$ cat config.mk
export PLATFORM = sky130hd
export DESIGN_NAME = fitbit_display_scheduler
export DESIGN_NICKNAME = d
export VERILOG_FILES = /design/src/rtl/fitbit_display_scheduler.sv
export SDC_FILE = /design/constraint.sdc
export NUM_CORES = 1
export LEC_CHECK = 0
export BUFFER_PORTS_ARGS = -buffer_cell sky130_fd_sc_hd__buf_2
export CAP_MARGIN = 20
export CORE_MARGIN = 8
export CORE_UTILIZATION = 55
export DETAILED_ROUTE_END_ITERATION = 16
export PLACE_DENSITY_LB_ADDON = 0.08
export SYNTH_ARGS = -nofsm -noshare
export SYNTH_HDL_FRONTEND = slang
export SYNTH_SLANG_ARGS = --single-unit
$ cat constraint.sdc
create_clock -name clk -period 2.8 [get_ports clk]
set_clock_uncertainty 0.05 [all_clocks]
set_input_delay 0.28 -clock clk [delete_from_list [all_inputs] [get_ports clk]]
set_output_delay 0.28 -clock clk [all_outputs]
set_load 0.02 [all_outputs]
$ cat src/rtl/fitbit_display_scheduler.sv
// fitbit_display_scheduler: rotates four step metrics onto a scanned 4-digit BCD display
module fitbit_display_scheduler #(
  parameter int MODE_SECS = 3,
  parameter int VAL_W = 14
) (
  input  logic             clk,
  input  logic             rst,
  input  logic             tick_1hz,
  input  logic             tick_scan,
  input  logic             hold,
  input  logic [VAL_W-1:0] metric0,
  input  logic [VAL_W-1:0] metric1,
  input  logic [VAL_W-1:0] metric2,
  input  logic [VAL_W-1:0] metric3,
  output logic [1:0]       mode,
  output logic             busy,
  output logic [3:0]       an,
  output logic [3:0]       bcd_digit,
  output logic             dp
);
  localparam int SW = MODE_SECS > 1 ? $clog2(MODE_SECS) : 1;
  localparam int CW = $clog2(VAL_W + 1);
  typedef enum logic [1:0] {IDLE, CAPTURE, CONVERT, COMMIT} state_t;
  state_t           state;
  logic [SW-1:0]    sec_cnt;
  logic             start, pending, scan_en, adv, trig, blank;
  logic [1:0]       idx;
  logic [CW-1:0]    cnt;
  logic [VAL_W-1:0] sh, raw;
  logic [15:0]      acc, adj, disp;
  assign adv  = tick_1hz & ~hold & (sec_cnt == SW'(MODE_SECS - 1));
  assign trig = start | tick_1hz;
  assign busy = state != IDLE;
  assign raw  = mode == 2'd0 ? metric0 : mode == 2'd1 ? metric1 : mode == 2'd2 ? metric2 : metric3;
  // a digit is blank when it and every digit above it are zero; digit 0 always shows
  assign blank     = idx != 2'd0 && (disp >> {idx, 2'b00}) == 16'd0;
  assign an        = scan_en && !blank ? ~(4'b0001 << idx) : 4'b1111;
  assign bcd_digit = scan_en && !blank ? disp[{idx, 2'b00} +: 4] : 4'hF;
  assign dp        = !(scan_en && !blank && idx == 2'd1 && mode == 2'd1);
  // shift-add-3 correction applied to every BCD nibble before each shift
  always_comb begin
    adj = acc;
    for (int k = 0; k < 4; k++) adj[4*k +: 4] = acc[4*k +: 4] >= 4'd5 ? acc[4*k +: 4] + 4'd3 : acc[4*k +: 4];
  end
  // metric rotation; start requests one conversion right after reset releases
  always_ff @(posedge clk) begin
    if (rst) begin
      mode    <= 2'd0;
      sec_cnt <= '0;
      start   <= 1'b1;
    end else begin
      start <= 1'b0;
      if (tick_1hz && !hold) begin
        sec_cnt <= adv ? '0 : sec_cnt + 1'b1;
        mode    <= mode + 2'(adv);
      end
    end
  end
  // conversion FSM; triggers arriving while busy coalesce into one pending request
  always_ff @(posedge clk) begin
    if (rst) begin
      state   <= IDLE;
      pending <= 1'b0;
      cnt     <= '0;
      sh      <= '0;
      acc     <= '0;
      disp    <= '0;
    end else begin
      if (trig) pending <= 1'b1;
      case (state)
        IDLE: if (trig || pending) begin
          state   <= CAPTURE;
          pending <= 1'b0;
        end
        CAPTURE: begin
          sh    <= raw > VAL_W'(9999) ? VAL_W'(9999) : raw;
          acc   <= '0;
          cnt   <= '0;
          state <= CONVERT;
        end
        CONVERT: begin
          acc   <= {adj[14:0], sh[VAL_W-1]};
          sh    <= sh << 1;
          cnt   <= cnt + 1'b1;
          state <= cnt == CW'(VAL_W - 1) ? COMMIT : CONVERT;
        end
        COMMIT: begin
          disp  <= acc;
          state <= IDLE;
        end
        default: state <= IDLE;
      endcase
    end
  end
  // digit scan; the first tick after reset only enables the anodes on digit 0
  always_ff @(posedge clk) begin
    if (rst) begin
      idx     <= 2'd0;
      scan_en <= 1'b0;
    end else if (tick_scan) begin
      scan_en <= 1'b1;
      idx     <= idx + 2'(scan_en);
    end
  end
endmodule

==> qor.log <==
INFO  run_status     outcome=finished clean
INFO  sta            rsz0062_at_grt=false
INFO  global_route   grt_start_max_net_pins=33
INFO  synth          synth_top_cells_by_count=61 x sky130_fd_sc_hd__dfxtp_1, 54 x sky130_fd_sc_hd__nor2_1, 27 x sky130_fd_sc_hd__a21oi_1
INFO  finish         syn2layout_area_growth=15.1%
INFO  global_route   via_count_of_the_first_global_routing_pass=2863
INFO  cts            clk_pin_slew_worst_paths=0.06ns
INFO  synth          syn-num-nets=434
INFO  sta            max_freq=382MHz
INFO  setup_path     setup.worst_path.end_class=primary output
INFO  die            floorplan.initialDensity=55.4%
INFO  synth          synth.most_common_cell=sky130_fd_sc_hd__dfxtp_1
INFO  place          dp.final_hpwl=5650um
INFO  synth          share_of_synthesized_registers_carrying_an_async_set_or_reset=0%
INFO  sta            slew_headroom=61.3%
INFO  cts            total_clock_buffers_created_by_cts=9
INFO  sta            final_min_period_over_clock_period=93.5%
INFO  synth          synthDominantAreaCellType=sky130_fd_sc_hd__dfxtp_1
INFO  cts            cts_tree=done
INFO  synth          post_synth_instance_area=3440um^2
INFO  detailed_routing drc_errors=0
INFO  setup_path     critical_path.startpoint_type=flop
INFO  synth          synth-main-ff-cell=sky130_fd_sc_hd__dfxtp_1
INFO  cts            cts.root.buffer_cell=sky130_fd_sc_hd__clkbuf_8
INFO  sta            final.min_clock_period=2.62ns
INFO  finish         final_cell_count_no_fill=503
INFO  synth          synth_area_per_cell=9.66um^2
INFO  cts            clk_latency=0.33ns
INFO  setup_path     crit_path_max_fanout=5
INFO  power          leakage=0.00156uW
INFO  global_route   grt.overflow.total=0
INFO  die            boundaryPins=73
INFO  synth          synthesis.yosys.warnings=0
INFO  die            floorplan.die.height=95.1um
INFO  power          total_power=2410uW
INFO  synth          synth_seq_area_share=35.5%
INFO  setup_path     worst-endpoint-arrival=2.29ns
INFO  synth          synth_enable_flop_cells=0
INFO  detailed_routing route.detailed.wl_per_inst=14.8um
INFO  setup_path     worst_path_required_time=2.47ns
INFO  detailed_routing drtAntennaViolNets=0
INFO  synth          ys_ff_latch=61
INFO  sta            final-hold-violation-count=0
INFO  global_route   antenna_violations_before_repair=0
INFO  place          place.gp.congestion=0.770
INFO  detailed_routing totalWireLength=7440um
INFO  setup_path     critPathKind=flop to primary output
INFO  global_route   groute.usage.overall=16.9%
INFO  place          dpl.cell_count=489
INFO  detailed_routing initialDrtViolationCount=133
INFO  synth          synth_top_cells_by_area=sky130_fd_sc_hd__dfxtp_1 36%, sky130_fd_sc_hd__mux4_1 8.4%, sky130_fd_sc_hd__ha_1 6.2%
INFO  finish         antenna_diode_count=0
INFO  global_route   grt_pass1_wl=12200um
INFO  synth          syn_inst=356
INFO  run            max_cap_viol_count=0
INFO  die            fp.dieW=95.1um
INFO  die            fp.dieArea=9040um^2
INFO  detailed_routing vias_per_cell=5.54
INFO  place          portBuffers=72
INFO  cts            cts_max_level=3
INFO  die            floorplan.rows=29
INFO  detailed_routing num_vias=2785
INFO  die            core_area=6200um^2
INFO  finish         design.final.nets=501
INFO  sta            final-max-slew-violation-count=0
INFO  cts            max-clock-path-buffers=2
INFO  sta            tns_setup=0ns
INFO  power          power_per_cell_area=609nW/um^2
INFO  sta            timing.final.setup_violations=0
INFO  detailed_routing drt-pass1-iter-count=4
INFO  hold_path      hold_path.class=input pin to flop
INFO  synth          cell_variety_after_synth=47
INFO  synth          synth_largest_type_area_fraction=35.5%
INFO  power          irDropWorstVdd=0.378mV
INFO  cts            cts_num_sinks=61
INFO  sta            tightest_slew=0.581ns
INFO  finish         ratio_of_cells_with_drive_above_1_in_the_final_layout=26.8%
==> cells in the final DEF (no fill, tap or decap), types with 5 or more instances in the layout <==
cell                        n
sky130_fd_sc_hd__a211oi_1   6
sky130_fd_sc_hd__a21oi_1   27
sky130_fd_sc_hd__a22oi_1    5
sky130_fd_sc_hd__buf_2     72
sky130_fd_sc_hd__buf_4      9
sky130_fd_sc_hd__clkbuf_8  11
sky130_fd_sc_hd__dfxtp_1   60
sky130_fd_sc_hd__ha_1      17
sky130_fd_sc_hd__inv_1     19
sky130_fd_sc_hd__mux2i_1   19
sky130_fd_sc_hd__mux4_1    11
sky130_fd_sc_hd__mux4_2     7
sky130_fd_sc_hd__nand2_1   14
sky130_fd_sc_hd__nand2b_1   5
sky130_fd_sc_hd__nor2_1    54
sky130_fd_sc_hd__nor3_1    10
sky130_fd_sc_hd__o21ai_0   10
sky130_fd_sc_hd__or3_1      6
sky130_fd_sc_hd__xnor2_1    5
==> sequential cells by signal, indices dropped and copies added (netlist names) <==
register  cells
sec_cnt       2
disp         16
acc          16
scan_en       1
state         2
start         1
idx           2
sh           14
cnt           4
mode          2
pending       1
==> logic make-up (layout without fill, tap and decap cells) <==
kind of cell	Yosys count	after routing	share of synthesized area (%)
compound gates	70	70	13.2
fa+ha+maj	17	17	6.18
flops	61	61	35.5
mux	40	40	19.5
simple gates	115	115	16.3
xor+xnor	9	9	2.29
buf+inv	44	114	7.02
==> where the power goes <==
| group | switching, uW | total, uW | internal (uW) |
|---|---|---|---|
| logic | 438 | 714 | 276 |
| clock network | 316 | 673 | 357 |
| registers | 56.6 | 1020 | 968 |
| total | 811 | 2410 | 1600 |
==> final timing paths <==
kind / start / end / slack [ns] / cells past startpoint
max: idx[0] / dp / 0.18 / 6
min: tick_scan / scan_en / 0.18 / 3
max reg2reg: mode[0] / sh[6] / 0.53 / 6
min reg2reg: sh[12] / sh[12] / 0.44 / 2
==> worst max-delay path, cell delays in order, from the launching register on <==
cell and delay (ns):
sky130_fd_sc_hd__dfxtp_2 0.40, sky130_fd_sc_hd__mux4_2 0.53, sky130_fd_sc_hd__nor4_2 0.35, sky130_fd_sc_hd__o21ai_0 0.19, sky130_fd_sc_hd__nand4b_1 0.20, sky130_fd_sc_hd__or3b_1 0.13, sky130_fd_sc_hd__buf_2 0.15
==> stage by stage <==
step | utilization, % | setup WS (ns) | area [um^2] | hold WS (ns)
5_1_grt | 63.8 | 0.0848 | 3960 | 0.195
2_1_floorplan | - | 0.470 | 3440 | 0.258
3_3_place_gp | 61.1 | 0.480 | 3790 | 0.423
6_report | 63.8 | 0.181 | 3960 | 0.180
3_5_place_dp | 61.1 | 0.441 | 3790 | 0.431
4_1_cts | 63.8 | 0.0625 | 3960 | 0.182
==> final cells by class <==
type | instances | area (um^2)
timing repair buffer | 81 | 428
tap | 77 | 96.3
inverter | 19 | 71.3
multi-input combinational | 251 | 1980
clock inverter | 2 | 10.0
clock buffer | 12 | 155
sequential | 61 | 1220
fill | 527 | 2240
==> metal layers <==
| layer | share of wire, % | GRT usage, % |
|---|---|---|
| met5 | 0 | 0 |
| met4 | 1.4 | 6.63 |
| met3 | 4.8 | 4.57 |
| met2 | 47 | 29.6 |
| met1 | 46 | 18.9 |
==> timing repair <==
action                                  in CTS  in global routing
setup buffers                                0                  0
gates resized for setup                      0                  1
endpoints found under the setup margin       0                  1
endpoints found under the hold margin        0                  0
hold buffers                                 0                  0
No activity file was read; power rests on OpenSTA's default activity.
